`src/rtl/pwd_serializer.sv`:
```
// Password word serializer: buffers code words in a FIFO and
// shifts each out MSB-first with an idle gap after every bit.
module pwd_serializer #(
  parameter int CODE_W     = 4,
  parameter int FIFO_DEPTH = 4,
  parameter int BIT_GAP    = 1
) (
  input  logic                        clk,
  input  logic                        reset,
  input  logic                        flush,
  input  logic                        code_valid,
  input  logic [CODE_W-1:0]           code_data,
  output logic                        code_ready,
  input  logic                        serial_ready,
  output logic                        serial_valid,
  output logic                        serial_data,
  output logic                        busy,
  output logic [$clog2(FIFO_DEPTH):0] fifo_count
);

  localparam int AW = $clog2(FIFO_DEPTH);
  localparam int BW = (CODE_W > 1) ? $clog2(CODE_W) : 1;
  localparam logic [BW-1:0] LAST_BIT = BW'(CODE_W - 1);
  localparam logic [3:0] GAP_INIT =
    (BIT_GAP > 0) ? 4'(BIT_GAP - 1) : 4'd0;
  localparam logic [AW:0] DEPTH = (AW + 1)'(FIFO_DEPTH);

  typedef enum logic [1:0] {
    IDLE,
    SEND,
    GAP
  } state_e;

  state_e              state_q, state_d;
  logic [CODE_W-1:0]   mem_q [FIFO_DEPTH];
  logic [AW-1:0]       wr_ptr_q, wr_ptr_d;
  logic [AW-1:0]       rd_ptr_q, rd_ptr_d;
  logic [AW:0]         count_q, count_d;
  logic [CODE_W-1:0]   shreg_q, shreg_d;
  logic [BW-1:0]       bit_cnt_q, bit_cnt_d;
  logic [3:0]          gap_cnt_q, gap_cnt_d;
  logic                more_q, more_d;
  logic                full;
  logic                push;
  logic                pop;

  assign full       = (count_q == DEPTH);
  assign code_ready = !full && !flush;
  assign push       = code_valid && code_ready;
  assign pop        = (state_q == IDLE) && (count_q != '0) && !flush;

  assign fifo_count   = count_q;
  assign busy         = (count_q != '0) || (state_q != IDLE);
  assign serial_valid = (state_q == SEND);
  assign serial_data  = serial_valid && shreg_q[CODE_W-1];

  always_comb begin
    wr_ptr_d = wr_ptr_q;
    rd_ptr_d = rd_ptr_q;
    count_d  = count_q;
    if (flush) begin
      wr_ptr_d = '0;
      rd_ptr_d = '0;
      count_d  = '0;
    end else begin
      if (push) wr_ptr_d = wr_ptr_q + AW'(1);
      if (pop)  rd_ptr_d = rd_ptr_q + AW'(1);
      unique case ({push, pop})
        2'b10:   count_d = count_q + (AW + 1)'(1);
        2'b01:   count_d = count_q - (AW + 1)'(1);
        default: count_d = count_q;
      endcase
    end
  end

  // more_q remembers whether the bit just sent was not the last one,
  // since bit_cnt saturates at 0 and cannot tell us that by itself.
  always_comb begin
    state_d   = state_q;
    shreg_d   = shreg_q;
    bit_cnt_d = bit_cnt_q;
    gap_cnt_d = gap_cnt_q;
    more_d    = more_q;
    if (flush) begin
      state_d   = IDLE;
      shreg_d   = '0;
      bit_cnt_d = '0;
      gap_cnt_d = '0;
      more_d    = 1'b0;
    end else begin
      unique case (state_q)
        IDLE: begin
          if (pop) begin
            shreg_d   = mem_q[rd_ptr_q];
            bit_cnt_d = LAST_BIT;
            state_d   = SEND;
          end
        end
        SEND: begin
          if (serial_ready) begin
            shreg_d = shreg_q << 1;
            more_d  = (bit_cnt_q != '0);
            if (bit_cnt_q != '0) bit_cnt_d = bit_cnt_q - BW'(1);
            if (BIT_GAP > 0) begin
              state_d   = GAP;
              gap_cnt_d = GAP_INIT;
            end else if (bit_cnt_q == '0) begin
              state_d = IDLE;
            end
          end
        end
        GAP: begin
          if (gap_cnt_q == '0) state_d = more_q ? SEND : IDLE;
          else gap_cnt_d = gap_cnt_q - 4'd1;
        end
        default: state_d = IDLE;
      endcase
    end
  end

  always_ff @(posedge clk) begin
    if (push) mem_q[wr_ptr_q] <= code_data;
  end

  always_ff @(posedge clk or posedge reset) begin
    if (reset) begin
      state_q   <= IDLE;
      wr_ptr_q  <= '0;
      rd_ptr_q  <= '0;
      count_q   <= '0;
      shreg_q   <= '0;
      bit_cnt_q <= '0;
      gap_cnt_q <= '0;
      more_q    <= 1'b0;
    end else begin
      state_q   <= state_d;
      wr_ptr_q  <= wr_ptr_d;
      rd_ptr_q  <= rd_ptr_d;
      count_q   <= count_d;
      shreg_q   <= shreg_d;
      bit_cnt_q <= bit_cnt_d;
      gap_cnt_q <= gap_cnt_d;
      more_q    <= more_d;
    end
  end

endmodule

```
`config.mk`:
```
export PLATFORM = sky130hd
export DESIGN_NAME = pwd_serializer
export DESIGN_NICKNAME = d
export VERILOG_FILES = /design/src/rtl/pwd_serializer.sv
export SDC_FILE = /design/constraint.sdc
export NUM_CORES = 1
export LEC_CHECK = 0
export CORE_ASPECT_RATIO = 1.1
export CORE_UTILIZATION = 45
export CTS_BUF_LIST = sky130_fd_sc_hd__clkbuf_4 sky130_fd_sc_hd__clkbuf_8
export DETAILED_ROUTE_END_ITERATION = 8
export GPL_TIMING_DRIVEN = 1
export SLEW_MARGIN = 20
export SYNTH_ARGS = -nofsm -noshare
export SYNTH_HDL_FRONTEND = slang
export SYNTH_SLANG_ARGS = --single-unit
```
`constraint.sdc`:
```
create_clock -name clk -period 3.2 [get_ports clk]
set_clock_uncertainty 0.05 [all_clocks]
set_input_delay 0.64 -clock clk [delete_from_list [all_inputs] [get_ports clk]]
set_output_delay 0.64 -clock clk [all_outputs]
set_load 0.005 [all_outputs]
```
==> flow_metrics.tcl, run 1 <==
set metrics [dict create \
    r2r_cells 7 \
    cts.sinks 36 \
    clkTransAtPathRegs_ns 0.07 \
    die-area_sq_um 4410 \
    crit_arrival_ns 1.86 \
    whs_endpoint "gap_cnt_q[1]$_DFFE_PP0P_" \
    drt_iter0_drc 33 \
    grt_max_degree 21 \
    syn_nets 165 \
    rows 24 \
    fin_nets 184 \
    cts_buffer_depth 2 \
    fin_tns_setup_ns 0 \
    reg2reg_to "fifo_count[2]$_DFFE_PP0P_" \
    cts_tree "built" \
    clock_latency_ns 0.28 \
    r2r_setup_slack_ns 0.84 \
    die_x_um 63.4 \
    viasPerCell 5.27 \
    postCtsHoldBufs 0 \
    io_buffers 15 \
    final_common_cell "dfrtp_1" \
    yosys_warnings 0 \
    ant_nets 0 \
    synth_cell_types 44 \
    vdd_ir_drop_max_mv 0.406 \
    rsz0062_at_grt "false" \
    end_kind "primary output" \
    cts_max_level 2 \
    num_vias 1159 \
    hold_path.class "register to register" \
    io_pins 16 \
    post-cts-setup-buffer-count 0 \
    power.density_nw_per_um2 806 \
    wirelength_um 3160 \
    syn2layout_area_growth_pct 17.0 \
    start_kind "register" \
    critPathRequiredTime_ns 2.51 \
    leakagePower_nw 0.869 \
    hold_start "gap_cnt_q[1]$_DFFE_PP0P_" \
    synth.avg_cell_area_sq_um 12.6 \
    cts_made_buffers 5 \
    clockRootBuffer "clkbuf_8" \
    synthFlopType "dfrtp_1" \
    dr.pass1.iters 4 \
    worst_slack_ns 0.651 \
    drc_errors 0 \
    cap_violations 0 \
    die_h_um 69.5 \
    whs_path_depth 2 \
    cp_max_fo 7 \
    grt_usage_pct 16.9 \
    grt-ovfl-total 0 \
    gp_congestion 0.786 \
    synth-seq-cells 36 \
    dpl_worst_slack_ns 0.460 \
    status "completed" \
    fin_crit_sh_pct 79.7 \
    setup_viol 0 \
    max_slew_margin_pct 48.1 \
    fin_crit_ns 2.55 \
    coreArea_sq_um 3960 \
    rr_startpoint "fifo_count[0]$_DFFE_PP0P_" \
    cts_resized 0 \
    start_util_pct 47.1 \
    worstMarginPinSlew_ns 0.777 \
    grt_pass1_vias 1154 \
    ys_seq_area_share_pct 52.6 \
    slew_viol_final 0 \
    hold_violations 0 \
    antenna_found_initial 0 \
    mostFrequentLayoutCells "dfrtp_1, nor2_1, edfxtp_1, clkdlybuf4s50_1, inv_1" \
    place_hpwl_um 2290 \
    max_freq_ghz 0.392 \
    diodes 0 \
    async_flop_share_pct 55.6 \
    synth-edff-count 16 \
    grt_pass1_wl_um 5580 \
    synth_cells 148 \
    drive_above_1_share_pct 17.9 \
    wire_per_inst_um 14.4 \
    crit_type "register to primary output" \
    netlist_area_sq_um 1870 \
]
cells in the mapped netlist (all sizes together) (3+ instances only):
| cell type | instances | area, sq um |
|---|---|---|
| buf | 3 | 21.3 |
| nor2b | 5 | 31.3 |
| a21oi | 5 | 25.0 |
| nand3b | 3 | 22.5 |
| nand2 | 3 | 18.8 |
| nor3 | 3 | 26.3 |
| mux4 | 4 | 90.1 |
| edfxtp | 16 | 480 |
| xor2 | 3 | 33.8 |
| nor2 | 20 | 90.1 |
| clkbuf | 3 | 11.3 |
| a211oi | 5 | 37.5 |
| dfrtp | 20 | 500 |
| nand2b | 6 | 37.5 |
| and2 | 5 | 31.3 |
| inv | 9 | 33.8 |
| mux2i | 6 | 60.1 |
| mux2 | 3 | 37.5 |
| ha | 7 | 87.6 |
registers in the layout (all words and copies together) (netlist names):
signal	count
shreg_q	4
wr_ptr_q	2
gap_cnt_q	4
fifo_count	3
more_q	1
mem_q	16
state_q	2
rd_ptr_q	2
bit_cnt_q	2
logic make-up (layout without fill, tap and decap cells):
logic type / count (synthesis) / in the layout / share of synthesized area (%)
buffers and inverters: 15 / 35 / 3.55
XOR/XNOR: 3 / 3 / 1.81
AND/OR/NAND/NOR: 55 / 55 / 19.0
adder cells (fa/ha/maj): 8 / 8 / 5.77
flip-flops: 36 / 36 / 52.6
AO/OA/AOI/OAI: 18 / 18 / 7.18
multiplexers: 13 / 13 / 10.1
layer usage:
metal / vias up / part of all wire [%] / track usage [%]
met5: - / 0 / 0
met4: 0 / 1.8 / 6.82
met3: 7 / 3.0 / 4.93
met2: 15 / 49 / 26.4
met1: 575 / 46 / 21.9
li1: 562 / - / -
per-stage QoR:
stage | utilization, % | instance area [sq um] | power [W] | cells | hold WS, ns
finish | 55.1 | 2180 | 0.00176 | 220 | 0.503
global route | 55.1 | 2180 | 0.00188 | 220 | 0.536
CTS | 55.1 | 2180 | 0.00178 | 220 | 0.502
detailed placement | 52.2 | 2070 | 0.00138 | 212 | 0.493
global placement | 52.2 | 2070 | 0.00136 | 212 | 0.480
floorplan | - | 1870 | 0.00118 | 148 | 0.465
cell type report:
cell class / count / area, sq um
clock buffers: 6 / 76.3
clock inverters: 2 / 35.0
fillers: 350 / 1780
inverters: 9 / 33.8
multi-input cells: 97 / 818
flip-flops and latches: 36 / 981
well taps: 52 / 65.1
repair buffers: 18 / 173
how the worst max path moves through the flow:
stage	start	end	slack, ns
finish	fifo_count[0]$_DFFE_PP0P_	busy	0.65
detailed placement	flush	fifo_count[2]$_DFFE_PP0P_	0.46
global route	fifo_count[0]$_DFFE_PP0P_	busy	0.57
floorplan	flush	fifo_count[2]$_DFFE_PP0P_	0.69
global placement	flush	fifo_count[2]$_DFFE_PP0P_	0.55
CTS	fifo_count[0]$_DFFE_PP0P_	busy	0.64
critical path, stage by stage (launching register included):
cell and delay, ns:
dfrtp_1 0.49, or3_4 0.45, nand2b_1 0.18, clkdlybuf4s50_1 0.45
power by group:
| part | total (W) | internal [W] | switching, W | leakage (nW) |
|---|---|---|---|---|
| Sequential | 0.000672 | 0.000566 | 0.000106 | 0.413 |
| Combinational | 0.000693 | 0.000365 | 0.000328 | 0.398 |
| Clock | 0.000394 | 0.000239 | 0.000155 | 0.0586 |
| Total | 0.00176 | 0.00117 | 0.000589 | 0.869 |
Note: power is estimated with default switching activity, not from simulation.
==> inputs of run 2 (changes only) <==
Clock period 3.2 ns to 2.5 ns, I/O delays scaled along.
==> run 2 against run 1 <==
Against the previous run: die area unchanged; global-route usage is 0.60 points lower; setup slack got worse by 0.44 ns; combinational power increased by 39%; worst hold slack lost 0.0093 ns; register-to-register slack got worse by 0.60 ns; first-iteration DRC count decreased by 15%; utilization is 1.1 points higher; flip-flop and latch count unchanged; critical path type unchanged.
==> flow_metrics.tcl, run 2 (synthesis gave the netlist of run 1 again) <==
set metrics [dict create \
    status "completed" \
    hold_path.class "primary input to asynchronous set/reset pin" \
    coreArea_sq_um 3960 \
    grt_pass1_wl_um 5470 \
    r2r_setup_slack_ns 0.24 \
    grt_usage_pct 16.3 \
    die_h_um 69.5 \
    end_kind "primary output" \
    slew_viol_final 0 \
    worstMarginPinSlew_ns 0.506 \
    grt-ovfl-total 0 \
    fin_crit_ns 2.29 \
    clkTransAtPathRegs_ns 0.07 \
    wire_per_inst_um 13.7 \
    num_vias 1154 \
    postCtsHoldBufs 0 \
    crit_path_start "state_q[0]$_DFFE_PP0P_" \
    cts_max_level 2 \
    leakagePower_nw 0.896 \
    clockRootBuffer "clkbuf_8" \
    cp_max_fo 8 \
    hold_violations 0 \
    final_common_cell "dfrtp_1" \
    rr_startpoint "fifo_count[2]$_DFFE_PP0P_" \
    grt_max_degree 21 \
    mostFrequentLayoutCells "dfrtp_1, nor2_1, edfxtp_1, clkdlybuf4s50_1" \
    internal_power_w 0.00154 \
    clkPwrFrac_pct 22.5 \
    ant_nets 0 \
    p_sw_share_pct 32.9 \
    max_slew_margin_pct 66.0 \
    reg_top3 "mem_q: 16 flops, gap_cnt_q: 4 flops, shreg_q: 4 flops" \
    drt_iter0_drc 28 \
    cap_violations 0 \
    rows 24 \
    critPathRequiredTime_ns 1.95 \
    combPwrFrac_pct 41.9 \
    post-cts-setup-buffer-count 0 \
    switchingPower_w 0.000756 \
    setup_viol 0 \
    place_hpwl_um 2320 \
    start_util_pct 47.1 \
    largest-register "mem_q" \
    power.density_nw_per_um2 1030 \
    antenna_found_initial 0 \
    crit_arrival_ns 1.74 \
    fin_crit_sh_pct 91.7 \
    drive_above_1_share_pct 19.7 \
    cts_made_buffers 5 \
    cts_tree "built" \
    seqPwrFrac_pct 35.5 \
    dpl_cell_area_sq_um 2110 \
    cts_buffer_depth 2 \
    dr.pass1.iters 4 \
    syn2layout_area_growth_pct 19.2 \
    wirelength_um 3090 \
    reg2reg_to "fifo_count[2]$_DFFE_PP0P_" \
    max_freq_ghz 0.436 \
    rsz0062_at_grt "false" \
    fin_tns_setup_ns 0 \
    diodes 0 \
    clock_latency_ns 0.28 \
    io_buffers 15 \
    cts.sinks 36 \
    grt_pass1_vias 1227 \
    start_kind "register" \
    gp_congestion 0.716 \
    cts_resized 0 \
    fin_area_sq_um 2220 \
    io_pins 16 \
    die-area_sq_um 4410 \
    fin_nets 189 \
    vdd_ir_drop_max_mv 0.607 \
    die_x_um 63.4 \
    drc_errors 0 \
    largest_register_ffs 16 \
    viasPerCell 5.13 \
    crit_type "register to primary output" \
    r2r_cells 7 \
]
[run 2: cell types whose count changed in the layout (fill, tap and decap cells not counted)]
| cell | delta |
|---|---|
| clkinv_2 | -1 |
| clkbuf_8 | +1 |
| clkinv_1 | +1 |
| buf_4 | +5 |
| clkbuf_4 | -1 |
[run 2: through the flow]
step / hold WS (ns) / util [%] / total power [W] / setup WS [ns] / cells
CTS: 0.498 / 56.1 / 0.00233 / 0.187 / 225
detailed placement: 0.487 / 53.2 / 0.00181 / -0.0200 / 217
global route: 0.519 / 56.1 / 0.00246 / 0.0917 / 225
global placement: 0.480 / 53.2 / 0.00178 / 0.0395 / 217
floorplan: 0.414 / - / 0.00151 / 0.129 / 148
finish: 0.494 / 56.1 / 0.00230 / 0.208 / 225
[run 2: how the worst max path moves through the flow]
stage,endpoint,cells after the start
2_1_floorplan,fifo_count[2]$_DFFE_PP0P_,8
3_3_place_gp,fifo_count[2]$_DFFE_PP0P_,7
3_5_place_dp,fifo_count[2]$_DFFE_PP0P_,7
4_1_cts,serial_data,4
5_1_grt,serial_data,4
6_report,serial_data,4
[run 2: layout make-up]
cell class                 instances  area [sq um]
fill                             356          1740
sequential                        36           981
multi-input combinational         97           818
timing repair buffer              23           210
clock buffer                       6          82.6
tap                               52          65.1
clock inverter                     2          33.8
inverter                           9          33.8
[run 2: per-layer routing]
| metal | track usage [%] | part of all wire, % |
|---|---|---|
| met3 | 4.44 | 2.5 |
| met1 | 20.2 | 46 |
| met2 | 27.0 | 51 |
| met5 | 0 | 0 |
| met4 | 6.06 | 1.4 |
[run 2: power groups by stage]
stage / Combinational (W) / Sequential, W / Clock (W)
3_5_place_dp: 0.000977 / 0.000833 / 0
3_3_place_gp: 0.000948 / 0.000830 / 0
2_1_floorplan: 0.000685 / 0.000821 / 0
4_1_cts: 0.000982 / 0.000821 / 0.000525
6_report: 0.000965 / 0.000817 / 0.000519
5_1_grt: 0.00107 / 0.000836 / 0.000556
[run 2: worst max-delay path: stages, from the launching register on]
cell and delay, ns:
dfrtp_1 0.53, inv_2 0.12, nor2_4 0.17, and2_1 0.14, clkdlybuf4s50_1 0.49
